--- src/rtl/pattern_scan_ctrl_if.sv ---
// pattern_scan_ctrl_if: start/ack handshake and data-memory bus of the pattern scan sequencer
interface pattern_scan_ctrl_if #(parameter int AW = 8);
  logic start, ack, busy, mem_wr_en;
  logic [AW-1:0] mem_addr;
  logic [7:0] mem_rd_data, mem_wr_data;
  modport master (output mem_addr, mem_wr_en, mem_wr_data, ack, busy, input start, mem_rd_data);
  modport slave (input mem_addr, mem_wr_en, mem_wr_data, ack, busy, output start, mem_rd_data);
endinterface

--- src/rtl/pattern_scan_ctrl.sv ---
// pattern_scan_ctrl: scans a message for a 5-bit pattern and writes in-byte, bytes-hit and crossing counts
module pattern_scan_ctrl #(
  parameter int AW = 8,
  parameter int BASE_ADDR = 0,
  parameter int LEN = 32,
  parameter int PAT_ADDR = 32,
  parameter int RES_ADDR = 33
) (
  input logic clk,
  input logic rst_n,
  pattern_scan_ctrl_if.master bus
);
  localparam int IW = $clog2(LEN);
  typedef enum logic [2:0] {IDLE, LOAD_PAT, SCAN, WR0, WR1, WR2, DONE} state_t;
  state_t state;
  logic [4:0] pat;
  logic [7:0] prev, ctb, cto, cts, ctb_n, cto_n, cts_n, wr_data;
  logic [IW-1:0] i;
  logic [15:0] w16;
  logic [3:0] in_m, cr_m;
  logic [AW-1:0] addr;
  logic ack, busy, wr_en;
  assign bus.mem_addr = addr;
  assign bus.mem_wr_en = wr_en;
  assign bus.mem_wr_data = wr_data;
  assign bus.ack = ack;
  assign bus.busy = busy;
  always_comb begin
    w16 = {prev, bus.mem_rd_data};
    in_m = '0;
    cr_m = '0;
    for (int k = 0; k < 4; k++) begin
      in_m = in_m + 4'(w16[k+:5] == pat);
      cr_m = cr_m + 4'(w16[k+4+:5] == pat && i != '0);
    end
    ctb_n = ctb + 8'(in_m);
    cto_n = cto + 8'(in_m != '0);
    cts_n = cts + 8'(in_m) + 8'(cr_m);
  end
  always_ff @(posedge clk or negedge rst_n) begin
    if (!rst_n) begin
      state <= IDLE;
      pat <= '0;
      prev <= '0;
      i <= '0;
      ctb <= '0;
      cto <= '0;
      cts <= '0;
      addr <= '0;
      wr_en <= 1'b0;
      wr_data <= '0;
      ack <= 1'b0;
      busy <= 1'b0;
    end else begin
      case (state)
        IDLE, DONE: if (bus.start) begin
          state <= LOAD_PAT;
          ctb <= '0;
          cto <= '0;
          cts <= '0;
          ack <= 1'b0;
          busy <= 1'b1;
          addr <= AW'(PAT_ADDR);
        end
        LOAD_PAT: begin
          state <= SCAN;
          pat <= bus.mem_rd_data[7:3];
          prev <= '0;
          i <= '0;
          addr <= AW'(BASE_ADDR);
        end
        SCAN: begin
          prev <= bus.mem_rd_data;
          i <= i + 1'b1;
          ctb <= ctb_n;
          cto <= cto_n;
          cts <= cts_n;
          // the final byte's contribution goes straight into the first write
          if (i == IW'(LEN - 1)) begin
            state <= WR0;
            addr <= AW'(RES_ADDR);
            wr_en <= 1'b1;
            wr_data <= ctb_n;
          end else addr <= AW'(BASE_ADDR) + AW'(i) + AW'(1);
        end
        WR0: begin
          state <= WR1;
          addr <= AW'(RES_ADDR + 1);
          wr_data <= cto;
        end
        WR1: begin
          state <= WR2;
          addr <= AW'(RES_ADDR + 2);
          wr_data <= cts;
        end
        WR2: begin
          state <= DONE;
          addr <= '0;
          wr_en <= 1'b0;
          wr_data <= '0;
          busy <= 1'b0;
          ack <= 1'b1;
        end
        default: state <= IDLE;
      endcase
    end
  end
endmodule

--- src/flat_wrapper.sv ---
// flat-port wrapper written by rule: the top's interface ports become plain ports
module pattern_scan_ctrl_flat 
#(
  parameter int AW = 8,
  parameter int BASE_ADDR = 0,
  parameter int LEN = 32,
  parameter int PAT_ADDR = 32,
  parameter int RES_ADDR = 33
)
  (clk, rst_n, bus_mem_addr, bus_mem_wr_en, bus_mem_wr_data, bus_ack, bus_busy, bus_start, bus_mem_rd_data);
  pattern_scan_ctrl_if #(.AW(AW)) bus_i ();
  input logic clk;
  input logic rst_n;
  output wire logic [$bits(bus_i.mem_addr)-1:0] bus_mem_addr;
  output wire logic [$bits(bus_i.mem_wr_en)-1:0] bus_mem_wr_en;
  output wire logic [$bits(bus_i.mem_wr_data)-1:0] bus_mem_wr_data;
  output wire logic [$bits(bus_i.ack)-1:0] bus_ack;
  output wire logic [$bits(bus_i.busy)-1:0] bus_busy;
  input wire logic [$bits(bus_i.start)-1:0] bus_start;
  input wire logic [$bits(bus_i.mem_rd_data)-1:0] bus_mem_rd_data;
  assign bus_mem_addr = bus_i.mem_addr;
  assign bus_mem_wr_en = bus_i.mem_wr_en;
  assign bus_mem_wr_data = bus_i.mem_wr_data;
  assign bus_ack = bus_i.ack;
  assign bus_busy = bus_i.busy;
  assign bus_i.start = bus_start;
  assign bus_i.mem_rd_data = bus_mem_rd_data;
  pattern_scan_ctrl #(.AW(AW), .BASE_ADDR(BASE_ADDR), .LEN(LEN), .PAT_ADDR(PAT_ADDR), .RES_ADDR(RES_ADDR)) u_core (.clk(clk), .rst_n(rst_n), .bus(bus_i));
endmodule
--- config.mk ---
export PLATFORM = sky130hd
export DESIGN_NAME = pattern_scan_ctrl_flat
export DESIGN_NICKNAME = d
export VERILOG_FILES = /design/src/rtl/pattern_scan_ctrl_if.sv /design/src/rtl/pattern_scan_ctrl.sv /design/src/flat_wrapper.sv
export SDC_FILE = /design/constraint.sdc
export NUM_CORES = 1
export LEC_CHECK = 0
export ABC_AREA = 1
export CAP_MARGIN = 40
export CORE_MARGIN = 1
export CORE_UTILIZATION = 55
export CTS_BUF_LIST = sky130_fd_sc_hd__clkbuf_4 sky130_fd_sc_hd__clkbuf_8 sky130_fd_sc_hd__clkbuf_16
export CTS_CLUSTER_SIZE = 30
export DETAILED_ROUTE_END_ITERATION = 8
export DONT_BUFFER_PORTS = 1
export PLACE_DENSITY = 0.73
export REMOVE_ABC_BUFFERS = 1
export SETUP_SLACK_MARGIN = 0.3
export SYNTH_ARGS = -nofsm -noshare
export SYNTH_HDL_FRONTEND = slang
export SYNTH_SLANG_ARGS = --single-unit
--- constraint.sdc ---
create_clock -name clk -period 3.7 [get_ports clk]
set_input_delay 0.555 -clock clk [delete_from_list [all_inputs] [get_ports clk]]
set_output_delay 0.555 -clock clk [all_outputs]
set_load 0.005 [all_outputs]
After elaboration in Yosys (flattened, before gate mapping)
Index checks and enable logic that the tools add are counted.

storage, ports and cells
  register bits = 60
  bits of input ports = 11
  logic and storage cells = 82

operators by class
  add/sub/neg operators = 12
  eq/ne operators = 17
  muxes and demuxes = 20
  reductions and logical operators = 21

operator list
  operator                                             number
  one-hot mux 8 bit (2 select lines)                   3
  equality test 5 bit                                  8
  one-hot mux 8 bit (5 select lines)                   1
  2-to-1 mux 8 bit                                     4
  one-hot mux 8 bit (4 select lines)                   1
  adder 8 x 4 -> 8 bit                                 3
  one-hot mux 3 bit (6 select lines)                   1
  adder 4 x 1 -> 4 bit                                 4
  AND reduction 2 bit                                  6
  one-hot mux 5 bit (2 select lines)                   1
  nonzero test 5 bit                                   2
  equality test 3 bit, second input constant           3
  adder 8 x 1 -> 8 bit                                 1
  one-hot mux 4 bit (2 select lines)                   1
  nonzero test 2 bit                                   4
  nonzero test 4 bit                                   2
  adder 5 x 1 -> 6 bit, second input constant          1
  equality test 3 x 2 -> 1 bit, second input constant  2
  2-to-1 mux 3 bit                                     2
  one-hot mux 1 bit (2 select lines)                   3
  adder 5 x 1 -> 5 bit, second input constant          1
  equality test 5 bit, second input constant           1
  adder 1 x 1 -> 2 bit                                 2
  logical AND 1 bit                                    4
  other kinds (6)                                      9

Depth between registers and ports, before layout
  depth after elaboration = 7
  gate-level depth with buffers = 22
  gate-level depth less buffers = 21

Least setup slack after synthesis
Ideal clock, no wire load.

  path type = input -> register
  start point = input port bus_mem_rd_data[7]
  end point = register u_core.cts[7]
  setup time = 0.127 ns
  arrival = 3.670 ns
  data required time = 3.573 ns
  path slack = -0.097 ns
  stages on the path = 19
  path through = clkbuf_1 -> nor2_1 -> nor3_1 -> nand4_1 -> nor2_1 -> ha_1 -> fa_1 -> ha_1 -> inv_1 -> fa_1 -> inv_1 -> ha_1 -> fa_1 -> nand2_1 -> nand2_1 -> nand3_1 -> nor2_1 -> nand2_1 -> o21ai_0

between the ends
  cells in the longest elaborated chain, start to end = 7

ends and longest elaborated chain
  what                                    line                     RTL
  start, declared                         flat_wrapper.sv:20       input wire logic [$bits(bus_i.mem_rd_data)-1:0] bus_mem_rd_data;
  equality test 5 bit                     pattern_scan_ctrl.sv:34  cr_m = cr_m + 4'(w16[k+4+:5] == pat && i != '0);
  logical AND 1 bit                       pattern_scan_ctrl.sv:34
  adder 1 x 1 -> 2 bit                    pattern_scan_ctrl.sv:34
  adder 4 x 1 -> 4 bit (2 in a row)       pattern_scan_ctrl.sv:34
  adder 8 x 4 -> 8 bit (*)                pattern_scan_ctrl.sv:38  cts_n = cts + 8'(in_m) + 8'(cr_m);
  one-hot mux 8 bit (2 select lines) (*)  pattern_scan_ctrl.sv:55  case (state)
  end signal, assigned                    pattern_scan_ctrl.sv:77  cts <= cts_n;
  end, declared                           pattern_scan_ctrl.sv:17  logic [7:0] prev, ctb, cto, cts, ctb_n, cto_n, cts_n, wr_data;

Every way passes the cells marked *; elsewhere a longest branch is shown, timed or not.
A chain may end at the register's enable or synchronous reset.

Worst setup path in the final report
  start point = register u_core.pat[3]
  end point = register u_core.cts[5]

between the ends
  cells in the longest elaborated chain, start to end = 7

ends and longest elaborated chain
  what                                                                 line                                              RTL
  start, declared                                                      pattern_scan_ctrl.sv:16                           logic [4:0] pat;
  start signal, assigned                                               pattern_scan_ctrl.sv:67                           pat <= bus.mem_rd_data[7:3];
  equality test 5 bit, on equally long branches                        pattern_scan_ctrl.sv:33, pattern_scan_ctrl.sv:34
  adder 1 x 1 -> 2 bit / logical AND 1 bit (equally long branches)     pattern_scan_ctrl.sv:33, pattern_scan_ctrl.sv:34
  adder 4 x 1 -> 4 bit / adder 1 x 1 -> 2 bit (equally long branches)  pattern_scan_ctrl.sv:33, pattern_scan_ctrl.sv:34
  adder 4 x 1 -> 4 bit, on equally long branches                       pattern_scan_ctrl.sv:33, pattern_scan_ctrl.sv:34
  adder 8 x 4 -> 8 bit / adder 4 x 1 -> 4 bit (equally long branches)  pattern_scan_ctrl.sv:38, pattern_scan_ctrl.sv:34
  adder 8 x 4 -> 8 bit (*)                                             pattern_scan_ctrl.sv:38
  one-hot mux 8 bit (2 select lines) (*)                               pattern_scan_ctrl.sv:55

Marked as above.

==> results by group <==
Setup path
  – Worst Setup Path Type: reg2reg
  – Number of cells on the worst reg-to-reg path: 18
  – Crit-path leading delay family: adder cells
  – Worst-path cell with the longest stage delay: sky130_fd_sc_hd__fa_1
  – Timing endpoint of the critical path: u_core.cts[5]$_DFFE_PN0P_
  – Maximum fanout along the worst path: 6
  – Crit Reg-Reg Endpoint: u_core.cts[5]$_DFFE_PN0P_
  – Endpoint required time on the critical path: 3.93 ns
  – Logic depth of the worst path, buffers included: 18
  – WP buf/inv: 2
  – R2R Setup Slk: 0.15 ns
  – Startpoint of the lowest-slack register-to-register path: u_core.pat[3]$_DFFE_PN0P_
  – Worst Setup Start Kind: flop
  – Largest stage delay on the critical path: 0.49 ns
  – Cells along the critical path: xor2_1 > nor3_2 > nand4_1 > nor2_1 > ha_1 > fa_2 > ha_4 > inv_2 > fa_1 > inv_2 > ha_4 > fa_2 > nand2_2 > nand2_2 > nand2_1 > nand2_1 > nand3_1 > o21ai_1
  – Data arrival time of the critical path: 3.78 ns
  – CP startpoint: u_core.pat[3]$_DFFE_PN0P_
  – Endpoint type of the worst setup path: flop

Floorplan
  – I/O Pins: 30
  – Horiz. Die Dim: approximately 86 um
  – Vertical die dimension: roughly 86 um
  – Effective utilization at floorplan: 56.91%
  – Std-Cell Rows: 30
  – Area enclosed by the die boundary: around 7400 um^2
  – Placeable core region: 6794 um^2

Routing
  – Number of iterations in the first detailed-routing pass: 5
  – Routed wire length: just under 9 mm
  – Number of nets still failing antenna checks after routing: 0
  – Remaining design rule violation count: 0
  – Routed vias/inst: 5.340
  – Average wire per cell in the routed design: 13.97 um
  – Iter 0 DRT Violations: about 200
  – Vias after detailed routing: 3,396

Global route
  – Initial antenna violation count: 0
  – Global Route Usage Sum: 26.10%
  – Largest net degree at the start of global routing: between 50 and 60
  – Congestion Overflow GR: 0
  – Via count of the first global-routing pass: 3,348
  – First-pass GRT wire length: 15.09 mm

Logic synthesis
  – Sequential share of the synthesized area: 37.54%
  – Most frequently used flop master after synthesis: sky130_fd_sc_hd__dfrtp_1
  – Synthesized area divided by synthesized cell count: roughly 7.4 um^2
  – EDFF count, synth: 0
  – Top cell type by total area after synthesis: sky130_fd_sc_hd__dfrtp_1
  – Synthesized instance count: 522
  – Biggest area contributors in the synthesized netlist: sky130_fd_sc_hd__dfrtp_1 38%, sky130_fd_sc_hd__nand2_1 15%, sky130_fd_sc_hd__nand3_1 7.1%
  – XOR/XNOR Fraction of Synth Area: 4.984%
  – Share of Yosys cell area claimed by the top area cell type: 37.54%
  – Register bit count reported by yosys: 58
  – Cell area after synthesis: 3866 um^2
  – Area share of and/or/nand/nor cells after synthesis: 31.49%
  – Share of synthesized flip-flops with an asynchronous set or reset: 100.0%
  – Syn. warnings: 0
  – Synth Area in Compound Gates: 7.314%
  – Proportion of synthesized area in mux cells: 0%
  – Count of unique library cells instantiated by Yosys: 31
  – Synth Area in Adders: under 10%
  – Main combinational cell family by area after synthesis: simple AND/OR/NAND/NOR gates

Clock tree
  – Clock-pin slew on the worst setup and hold paths: 0.08 ns
  – Clock latency on the worst-skew pair: 0.35 ns
  – Htree depth: 3
  – CTS sink cnt: 58
  – TritonCTS clock tree: yes
  – Cell at the root of the clock tree: sky130_fd_sc_hd__clkbuf_8
  – CTS Buffer Depth: 2
  – Clock buffers created by TritonCTS: 9

Finish
  – Filler cell count: 571
  – Share of layout cells above drive strength 1: 16.30%
  – Antenna cell count: 0
  – # nets final: 571
  – Combined area of the multi-input logic cells: 2176 um^2
  – Sequential cell area: 1455 um^2
  – Post-synthesis to final-layout area growth: 12.78%

Power
  – Power density of the placed cells: roughly 610 nW/um^2
  – Largest vdd supply drop: 0.0005194 V
  – Leakage power: 2.178 nW

Hold path
  – Class of the tightest hold or removal check: in2async

STA
  – RSZ-0062 raised after global routing: true
  – Number of pins with negative max-slew slack in the final report: 0
  – Slew at the pin closest to its max-slew limit: 0.5150 ns
  – Count of final hold-check violations: 0
  – Hold Worst Slack: 0.06378 ns
  – Period utilization: a little under 100%
  – Slew headroom: approximately 66%
  – Timing-limited maximum frequency: 281.4 MHz
  – Worst clock skew: about 0.008 ns
  – Number of failing setup endpoints in the final timing report: 0
  – Setup slack of the critical path after layout: 0.1461 ns
  – Min Tclk post-route: 3.554 ns

Run status
  – Status: completed

Placement
  – Dpl ws: -0.1121 ns
  – Detailed-placement wirelength estimate: between 6 and 7 mm
  – Number of buffers inserted by port buffering: 0
  – Global placer's final weighted congestion: about 0.87

Flow run
  – Count of maximum capacitance violations: 0
-- how the worst min path moves through the flow --
stage                                            end  startpoint  slack, ns
5_1_grt        u_core.bus.mem_wr_data[4]$_DFFE_PN0P_       rst_n       0.07
3_5_place_dp               u_core.ctb[7]$_DFFE_PN0P_       rst_n       0.26
4_1_cts        u_core.bus.mem_wr_data[5]$_DFFE_PN0P_       rst_n       0.09
2_1_floorplan             u_core.bus.ack$_DFFE_PN0P_       rst_n       0.26
6_report       u_core.bus.mem_wr_data[4]$_DFFE_PN0P_       rst_n       0.06
3_3_place_gp               u_core.ctb[7]$_DFFE_PN0P_       rst_n       0.26
-- cells by family after synthesis --
logic type / count (synthesis)
compound gates: 50
xor+xnor: 22
fa+ha+maj: 25
buf+inv: 86
flops: 58
other cells: 1
simple gates: 280
-- state kept, by name, indices dropped and copies added, names as in the netlist, 3 cells and up --
register                flops
u_core.prev                 4
u_core.i                    5
u_core.pat                  5
u_core.ctb                  8
u_core.bus.mem_wr_data      8
u_core.bus.mem_addr         6
u_core.state                3
u_core.cts                  8
u_core.cto                  8
-- cell usage after synthesis, drive strengths merged, types with 6 or more instances --
| master | number |
|---|---|
| o21ai | 33 |
| xnor2 | 7 |
| nand4 | 14 |
| nor2 | 44 |
| dfrtp | 58 |
| fa | 7 |
| nand2 | 156 |
| buf | 14 |
| ha | 18 |
| inv | 66 |
| clkbuf | 6 |
| xor2 | 15 |
| a21oi | 7 |
| nand3 | 57 |
| o22ai | 9 |
-- layout by cell type (no fill, tap or decap), types with 2 or more instances in the layout --
cell,count
sky130_fd_sc_hd__conb_1,2
sky130_fd_sc_hd__clkbuf_8,10
sky130_fd_sc_hd__dfrtp_1,55
sky130_fd_sc_hd__xor2_1,15
sky130_fd_sc_hd__nand4_1,14
sky130_fd_sc_hd__ha_4,4
sky130_fd_sc_hd__a21oi_1,7
sky130_fd_sc_hd__o21ai_1,10
sky130_fd_sc_hd__nand2_1,148
sky130_fd_sc_hd__nor3_1,2
sky130_fd_sc_hd__nor4_1,2
sky130_fd_sc_hd__o22ai_1,9
sky130_fd_sc_hd__fa_2,4
sky130_fd_sc_hd__dfrtp_2,3
sky130_fd_sc_hd__nand2_2,8
sky130_fd_sc_hd__o21ai_2,2
sky130_fd_sc_hd__o21ai_0,20
sky130_fd_sc_hd__nand3_2,5
sky130_fd_sc_hd__nor2_2,2
sky130_fd_sc_hd__fa_1,3
sky130_fd_sc_hd__clkinvlp_4,5
sky130_fd_sc_hd__inv_1,51
sky130_fd_sc_hd__nand3_1,51
sky130_fd_sc_hd__nor2_1,41
sky130_fd_sc_hd__buf_4,19
sky130_fd_sc_hd__xnor2_1,7
sky130_fd_sc_hd__inv_2,15
sky130_fd_sc_hd__ha_1,13
sky130_fd_sc_hd__nor4_2,2
-- final cells by class --
class	instances	area share, %
multi-input cells	379	49.90
flip-flops and latches	58	33.37
inverters	66	5.682
repair buffers	21	4.161
clock buffers	10	3.156
well taps	96	2.755
clock inverters	6	0.9756
-- stage by stage --
stage	setup TNS, ns	util, %	instance area, um^2	cells	power [W]
finish	0	64.18	4360	636	0.002681
CTS	0	62.93	4275	635	0.002633
global placement	-0.003110	58.95	4005	615	0.002014
detailed placement	-0.1830	58.95	4005	615	0.002044
global route	-0.04822	64.18	4360	636	0.002884
floorplan	0	-	3765	503	0.001685
-- routing by layer --
layer | part of all wire, % | vias to the layer above | track usage, %
met5 | 0 | - | 0
met1 | 47 | 1601 | 33.67
li1 | - | 1697 | -
met3 | 3.5 | 15 | 5.967
met2 | 48 | 83 | 43.64
met4 | 1.5 | 0 | 8.485
-- timing repair --
item,4_1_cts,5_1_grt
hold buffers,1,0
resized for setup,14,23
buffers inserted,3,1
pin swaps,11,5
endpoints found under the setup margin,7,14
hold endpoints to repair,58,0
-- report_power, final --
part | switching [W] | internal [W]
Combinational | 0.000753 | 0.000460
Clock | 0.000290 | 0.000259
Sequential | 0.000153 | 0.000766
Note: power is estimated with default switching activity, not from simulation.
